[src/rtl/connect4_pkg.sv]
// Shared types and constants for the 4x4 connect-four turn controller.
package connect4_pkg;

    localparam int BOARD_W = 16;

    // One-hot-low column select codes.
    localparam logic [3:0] COL0 = 4'b1110;
    localparam logic [3:0] COL1 = 4'b1101;
    localparam logic [3:0] COL2 = 4'b1011;
    localparam logic [3:0] COL3 = 4'b0111;

    localparam logic [4:0] POS_NONE = 5'b11111;

    localparam logic [1:0] WIN_NONE = 2'b00;
    localparam logic [1:0] WIN_P1   = 2'b01;
    localparam logic [1:0] WIN_P2   = 2'b10;
    localparam logic [1:0] WIN_DRAW = 2'b11;

    typedef enum logic [2:0] {
        IDLE,
        WAIT_MOVE,
        PLACE,
        CHECK,
        GAME_OVER
    } state_t;

    typedef struct packed {
        logic       ok;
        logic [1:0] idx;
    } col_sel_t;

    // Map a column code to an index; anything other than exactly one low bit is rejected.
    function automatic col_sel_t col_decode(input logic [3:0] code);
        col_sel_t s;
        s.ok  = 1'b1;
        s.idx = 2'd0;
        case (code)
            COL0:    s.idx = 2'd0;
            COL1:    s.idx = 2'd1;
            COL2:    s.idx = 2'd2;
            COL3:    s.idx = 2'd3;
            default: s.ok  = 1'b0;
        endcase
        return s;
    endfunction

endpackage

[src/rtl/win_checker.sv]
// Combinational four-in-a-row detector for one player's 4x4 occupancy bitmap.
module win_checker
    import connect4_pkg::*;
(
    input  logic [BOARD_W-1:0] i_board,
    output logic               o_win
);

    // Four rows, four columns, and the two diagonals (cells 0/5/10/15 and 3/6/9/12).
    localparam logic [9:0][BOARD_W-1:0] LINE_MASK = {
        16'h000F, 16'h00F0, 16'h0F00, 16'hF000,
        16'h1111, 16'h2222, 16'h4444, 16'h8888,
        16'h8421, 16'h1248
    };

    // Flag a win when every cell of any line is occupied.
    always_comb begin
        o_win = 1'b0;
        for (int i = 0; i < 10; i++) begin
            if ((i_board & LINE_MASK[i]) == LINE_MASK[i]) begin
                o_win = 1'b1;
            end
        end
    end

endmodule

[src/rtl/turn_controller.sv]
// Two-player 4x4 connect-four turn sequencer: move arbitration, disc placement,
// win/draw detection and optional per-turn timeout.
module turn_controller
    import connect4_pkg::*;
#(
    parameter int TIMEOUT = 0
) (
    input  logic               clk,
    input  logic               reset_n,
    input  logic               new_game,
    input  logic [3:0]         p1_col,
    input  logic [3:0]         p2_col,
    input  logic               p1_valid,
    input  logic               p2_valid,
    output logic [4:0]         drop_pos,
    output logic               drop_valid,
    output logic               current_player,
    output logic [BOARD_W-1:0] board_p1,
    output logic [BOARD_W-1:0] board_p2,
    output logic [3:0]         col_full,
    output logic [1:0]         winner,
    output logic               game_over,
    output logic               move_err,
    output logic               timeout
);

    localparam int CW = (TIMEOUT > 2) ? $clog2(TIMEOUT) : 1;
    localparam logic [CW-1:0] TC_LAST = CW'((TIMEOUT > 0) ? (TIMEOUT - 1) : 0);

    state_t             r_state;
    logic [BOARD_W-1:0] r_board_p1;
    logic [BOARD_W-1:0] r_board_p2;
    logic [3:0][2:0]    r_height;
    logic               r_cur_player;
    logic [1:0]         r_winner;
    logic [4:0]         r_drop_pos;
    logic               r_drop_valid;
    logic               r_move_err;
    logic               r_timeout;
    logic [1:0]         r_sel_col;
    logic [CW-1:0]      r_tcnt;

    logic               w_req_valid;
    logic [3:0]         w_req_code;
    col_sel_t           w_req_sel;
    logic               w_accept;
    logic               w_tc_hit;
    logic [3:0]         w_cell;
    logic [BOARD_W-1:0] w_cur_board;
    logic               w_win;

    // Only the player whose turn it is can issue a request.
    assign w_req_valid = r_cur_player ? p2_valid : p1_valid;
    assign w_req_code  = r_cur_player ? p2_col   : p1_col;
    assign w_req_sel   = col_decode(w_req_code);
    assign w_accept    = (r_state == WAIT_MOVE) && w_req_valid && w_req_sel.ok
                         && !col_full[w_req_sel.idx];
    assign w_tc_hit    = (TIMEOUT > 0) && (r_tcnt == TC_LAST);

    // Landing cell is height*4 + col; height is below 4 for any accepted column.
    assign w_cell      = {r_height[r_sel_col][1:0], r_sel_col};
    assign w_cur_board = r_cur_player ? r_board_p2 : r_board_p1;

    win_checker u_win_checker (
        .i_board (w_cur_board),
        .o_win   (w_win)
    );

    // A column is full once its height reaches four discs.
    always_comb begin
        col_full = 4'b0000;
        for (int c = 0; c < 4; c++) begin
            col_full[c] = (r_height[c] == 3'd4);
        end
    end

    // Game FSM with registered outputs; new_game overrides everything else.
    always_ff @(posedge clk or negedge reset_n) begin
        if (!reset_n) begin
            r_state      <= IDLE;
            r_board_p1   <= '0;
            r_board_p2   <= '0;
            r_height     <= '0;
            r_cur_player <= 1'b0;
            r_winner     <= WIN_NONE;
            r_drop_pos   <= POS_NONE;
            r_drop_valid <= 1'b0;
            r_move_err   <= 1'b0;
            r_timeout    <= 1'b0;
            r_sel_col    <= 2'd0;
            r_tcnt       <= '0;
        end else begin
            r_drop_valid <= 1'b0;
            r_drop_pos   <= POS_NONE;
            r_move_err   <= 1'b0;
            r_timeout    <= 1'b0;
            if (new_game) begin
                r_state      <= WAIT_MOVE;
                r_board_p1   <= '0;
                r_board_p2   <= '0;
                r_height     <= '0;
                r_cur_player <= 1'b0;
                r_winner     <= WIN_NONE;
                r_tcnt       <= '0;
            end else begin
                case (r_state)
                    IDLE: begin
                        r_tcnt <= '0;
                    end
                    WAIT_MOVE: begin
                        if (w_accept) begin
                            r_sel_col <= w_req_sel.idx;
                            r_tcnt    <= '0;
                            r_state   <= PLACE;
                        end else begin
                            if (w_req_valid) begin
                                r_move_err <= 1'b1;
                            end
                            if (w_tc_hit) begin
                                r_timeout    <= 1'b1;
                                r_cur_player <= ~r_cur_player;
                                r_tcnt       <= '0;
                            end else if (TIMEOUT > 0) begin
                                r_tcnt <= r_tcnt + CW'(1);
                            end
                        end
                    end
                    PLACE: begin
                        if (r_cur_player) begin
                            r_board_p2[w_cell] <= 1'b1;
                        end else begin
                            r_board_p1[w_cell] <= 1'b1;
                        end
                        if (r_height[r_sel_col] < 3'd4) begin
                            r_height[r_sel_col] <= r_height[r_sel_col] + 3'd1;
                        end
                        r_drop_pos   <= {1'b0, w_cell};
                        r_drop_valid <= 1'b1;
                        r_state      <= CHECK;
                    end
                    CHECK: begin
                        if (w_win) begin
                            r_winner <= r_cur_player ? WIN_P2 : WIN_P1;
                            r_state  <= GAME_OVER;
                        end else if (&col_full) begin
                            r_winner <= WIN_DRAW;
                            r_state  <= GAME_OVER;
                        end else begin
                            r_cur_player <= ~r_cur_player;
                            r_state      <= WAIT_MOVE;
                        end
                        r_tcnt <= '0;
                    end
                    GAME_OVER: begin
                        r_tcnt <= '0;
                    end
                    default: begin
                        r_state <= IDLE;
                    end
                endcase
            end
        end
    end

    assign drop_pos       = r_drop_pos;
    assign drop_valid     = r_drop_valid;
    assign current_player = r_cur_player;
    assign board_p1       = r_board_p1;
    assign board_p2       = r_board_p2;
    assign winner         = r_winner;
    assign game_over      = (r_state == GAME_OVER);
    assign move_err       = r_move_err;
    assign timeout        = r_timeout;

endmodule

[config.mk]
export PLATFORM = sky130hd
export DESIGN_NAME = turn_controller
export DESIGN_NICKNAME = d
export VERILOG_FILES = /design/src/rtl/connect4_pkg.sv /design/src/rtl/win_checker.sv /design/src/rtl/turn_controller.sv
export SDC_FILE = /design/constraint.sdc
export NUM_CORES = 1
export LEC_CHECK = 0
export CORE_UTILIZATION = 53
export CTS_BUF_LIST = sky130_fd_sc_hd__clkbuf_2 sky130_fd_sc_hd__clkbuf_4 sky130_fd_sc_hd__clkbuf_8
export CTS_CLUSTER_SIZE = 25
export DETAILED_ROUTE_END_ITERATION = 10
export GPL_ROUTABILITY_DRIVEN = 0
export PLACE_DENSITY = 0.81
export SYNTH_ARGS = -nofsm -noshare
export SYNTH_HDL_FRONTEND = slang
export SYNTH_SLANG_ARGS = --single-unit
export TNS_END_PERCENT = 20
[constraint.sdc]
create_clock -name clk -period 2.8 [get_ports clk]
set_input_delay 0.56 -clock clk [delete_from_list [all_inputs] [get_ports clk]]
set_output_delay 0.56 -clock clk [all_outputs]
set_load 0.02 [all_outputs]
==> summary.md, run 1 <==
| Metric | Value |
|---|---|
| Synth-to-layout area growth | 29.8% |
| Yosys top cell by area | dfrtp_1 |
| Final period utilization | roughly nine tenths |
| Clk sink count | just under 60 |
| Nets | approximately 380 |
| Routed length per instance | 17.3 um |
| FF+latch count, synth | 59 |
| Hpwl dp | 5.21 mm |
| Tot Pwr | between 1.5 and 2 mW |
| First-pass GRT wire length | ~12 mm |
| Warnings, synthesis | 0 |
| Starting DRC count in detailed routing | approximately 160 |
| Worst vdd ir | about 0.00031 V |
| Clock skew | around 0.0088 ns |
| First-pass iteration count of the detailed router | 5 |
| Initial Utilization | between 50% and 60% |
| IO Count | slightly above 60 |
| Number of global-route vias before repair | between 2000 and 2500 |
| Arrival time worst endpoint | 1.92 ns |
| Critical path launch point type | flop |
| Routed vias | between 2000 and 3000 |
| Relative slew slack | around a third |
| Layout cells sized above 1 | 10.4% |
| Crit-path max cell delay | 0.71 ns |
| Die width | approximately 76 um |
| Synth async-reset ratio | 100% |
| Antenna diode count | 0 |
| Gate Count Post-Synth | between 200 and 300 |
| Largest net degree at the start of global routing | slightly below 60 |
| Synth top area share | a little under half |
| Hold Buf Count CTS | 0 |
| # Max-Cap Violations | 0 |
| Synth Area per Inst | slightly below 10 sq um |
| Final Max Tran Viols | 0 |
| Net count after synthesis | around 310 |
| WP data required | 2.24 ns |
| Critical Path Fanout Max | 3 |
| TritonCTS clock tree | yes |
| RSZ-0062 raised after global routing | false |
| Post-CTS sizing | 0 |
| Max Buffers Root-to-Sink | 2 |
| Remaining antenna violation count after routing | 0 |
| Critical-path cell list | nor3b_1 -> clkdlybuf4s50_1 |
| R2r setup slk | ~0.40 ns |
| Clk Latency, worst-skew pair | 0.34 ns |
| Die Ht | 75.7 um |
| Drt via density | 5.87 |
| Final Hold Fails | 0 |
| Status | finished, final reports clean |
| Worst-path clk slew | roughly 0.070 ns |
| Post-Syn Area | roughly 0.0029 sq mm |
| Max Freq | about 0.4 GHz |
| DRC | 0 |
| R2R Path End | current_player |
| Post-synth top flop | dfrtp_1 |
| CTS Buf Count | 9 |
| WP depth | 2 |
| Most frequent cells after synthesis | dfrtp_1, nor2_1, a21oi_1 |
| Critical-path top delay cell | clkdlybuf4s50_1 |
| EDFF count, synth | 0 |
| Root Buffer | clkbuf_8 |
| Seq/Total Area, Yosys | between 50% and 60% |
| Drt total wl | between 7 and 8 mm |
| Final Setup Violations | 0 |
| Initial antenna violation count | 0 |
| Port bufs | approximately 60 |
| Min Tclk post-route | 2.48 ns |
| Grt total ovfl | 0 |
| Synth cell types | 42 |
| Crit. End Element | primary output |
| Reg2Reg Depth | 7 |
| Post-CTS setup buffer count | 0 |
| FF-to-FF Start | current_player |
| Fin Setup TNS | 0 ns |
| Final Hold Slack | ~0.26 ns |
| Worst Hold Class | in2async |
| Main area contributors after synthesis | dfrtp_1, nor2_1, a21oi_1 |
| Core area | 0.00517 sq mm |
| P_leak | 1.62 nW |
| FILL cells | 407 |
| All-Layer GR Usage | 28.4% |
| Worst path top cell family by delay | buffers and inverters |
| H-Tree Depth | 3 |
| Power Dens Cells | 481 mW/mm^2 |
| Buffers plus inverters on the worst setup path | 1 |
| Worst Setup Path Type | reg2out |
| Die area | approximately 0.0057 sq mm |
| Worst-Margin Slew | a little under 1 ns |
| Most numerous cell in the Yosys netlist | dfrtp_1 |
| Rows | 26 |
[state kept, by name, summed over array words and instances, names as in the netlist]
signal / cells
winner: 2
board_p1: 16
r_height: 12
drop_valid: 1
move_err: 1
board_p2: 16
drop_pos: 5
r_sel_col: 2
r_state: 3
current_player: 1
[per-layer routing]
metal,track usage (%),part of all wire (%)
met3,5.69,7.9
met2,43.4,46
met5,0,0
met1,38.2,44
met4,15.4,1.9
[cell type report]
| type | instances | area (sq um) | area share (%) |
|---|---|---|---|
| Tap cell | 70 | 87.6 | 2.34 |
| Clock inverter | 5 | 28.8 | 0.770 |
| Timing Repair Buffer | 70 | 676 | 18.1 |
| Clock buffer | 11 | 145 | 3.88 |
| Multi-Input combinational cell | 218 | 1300 | 34.8 |
| Inverter | 4 | 15.0 | 0.402 |
| Sequential cell | 59 | 1480 | 39.7 |
[through the flow]
step / instance area (sq um) / worst slack, ns / utilization [%] / std cells
detailed placement: 3560 / 0.185 / 68.9 / 421
finish: 3740 / 0.321 / 72.2 / 437
floorplan: 2880 / 0.656 / - / 297
global placement: 3560 / 0.210 / 68.9 / 421
global route: 3740 / 0.199 / 72.2 / 437
CTS: 3740 / 0.294 / 72.2 / 437
[worst max-delay path by stage]
stage | from | to | slack (ns)
after floorplan | r_sel_col[1] | board_p1[12] | 0.66
after global placement | p2_col[0] | r_sel_col[0] | 0.21
after detailed placement | p2_col[0] | r_sel_col[0] | 0.18
after CTS | r_height[6] | col_full[2] | 0.29
after global routing | current_player | winner[1] | 0.20
final | r_height[3] | col_full[1] | 0.32
[cell families after synthesis]
logic type | count (synthesis) | share of synthesized area, %
xor+xnor | 1 | 0.304
other cells | 1 | 0.130
compound gates | 64 | 13.0
simple gates | 128 | 22.3
fa+ha+maj | 4 | 1.74
buf+inv | 20 | 3.26
mux | 20 | 7.70
flops | 59 | 51.5
[power breakdown]
part	switching, mW	internal, mW	total (mW)
combinational	0.144	0.0911	0.235
sequential	0.0197	0.865	0.884
clock	0.327	0.350	0.676
total	0.490	1.31	1.80
[layout by cell type (no fill, tap or decap), types with 3 or more instances in the layout]
cell	Yosys	routed
o21ai_0	6	6
nand2b_1	11	11
nand2_1	15	15
o21ai_1	3	3
nand4_1	10	10
nor3b_1	10	10
dfrtp_1	54	54
nor2b_1	5	5
mux2_1	7	7
or3_1	3	3
a21oi_1	39	39
nor3_1	6	6
clkinv_2	0	4
nor2_1	53	53
ha_1	4	4
clkbuf_8	0	10
mux2i_1	12	12
clkdlybuf4s50_1	0	57
buf_4	3	10
nand3b_1	5	5
and3_1	5	5
dfstp_2	5	5
Note: power is estimated with default switching activity, not from simulation.
==> run 2, diff against run 1 <==
- SKIP_LAST_GASP: unset -> 1
- SLEW_MARGIN: unset -> 0
==> results of run 2 <==
The final DEF is identical to that of run 1; final timing and power are the same.
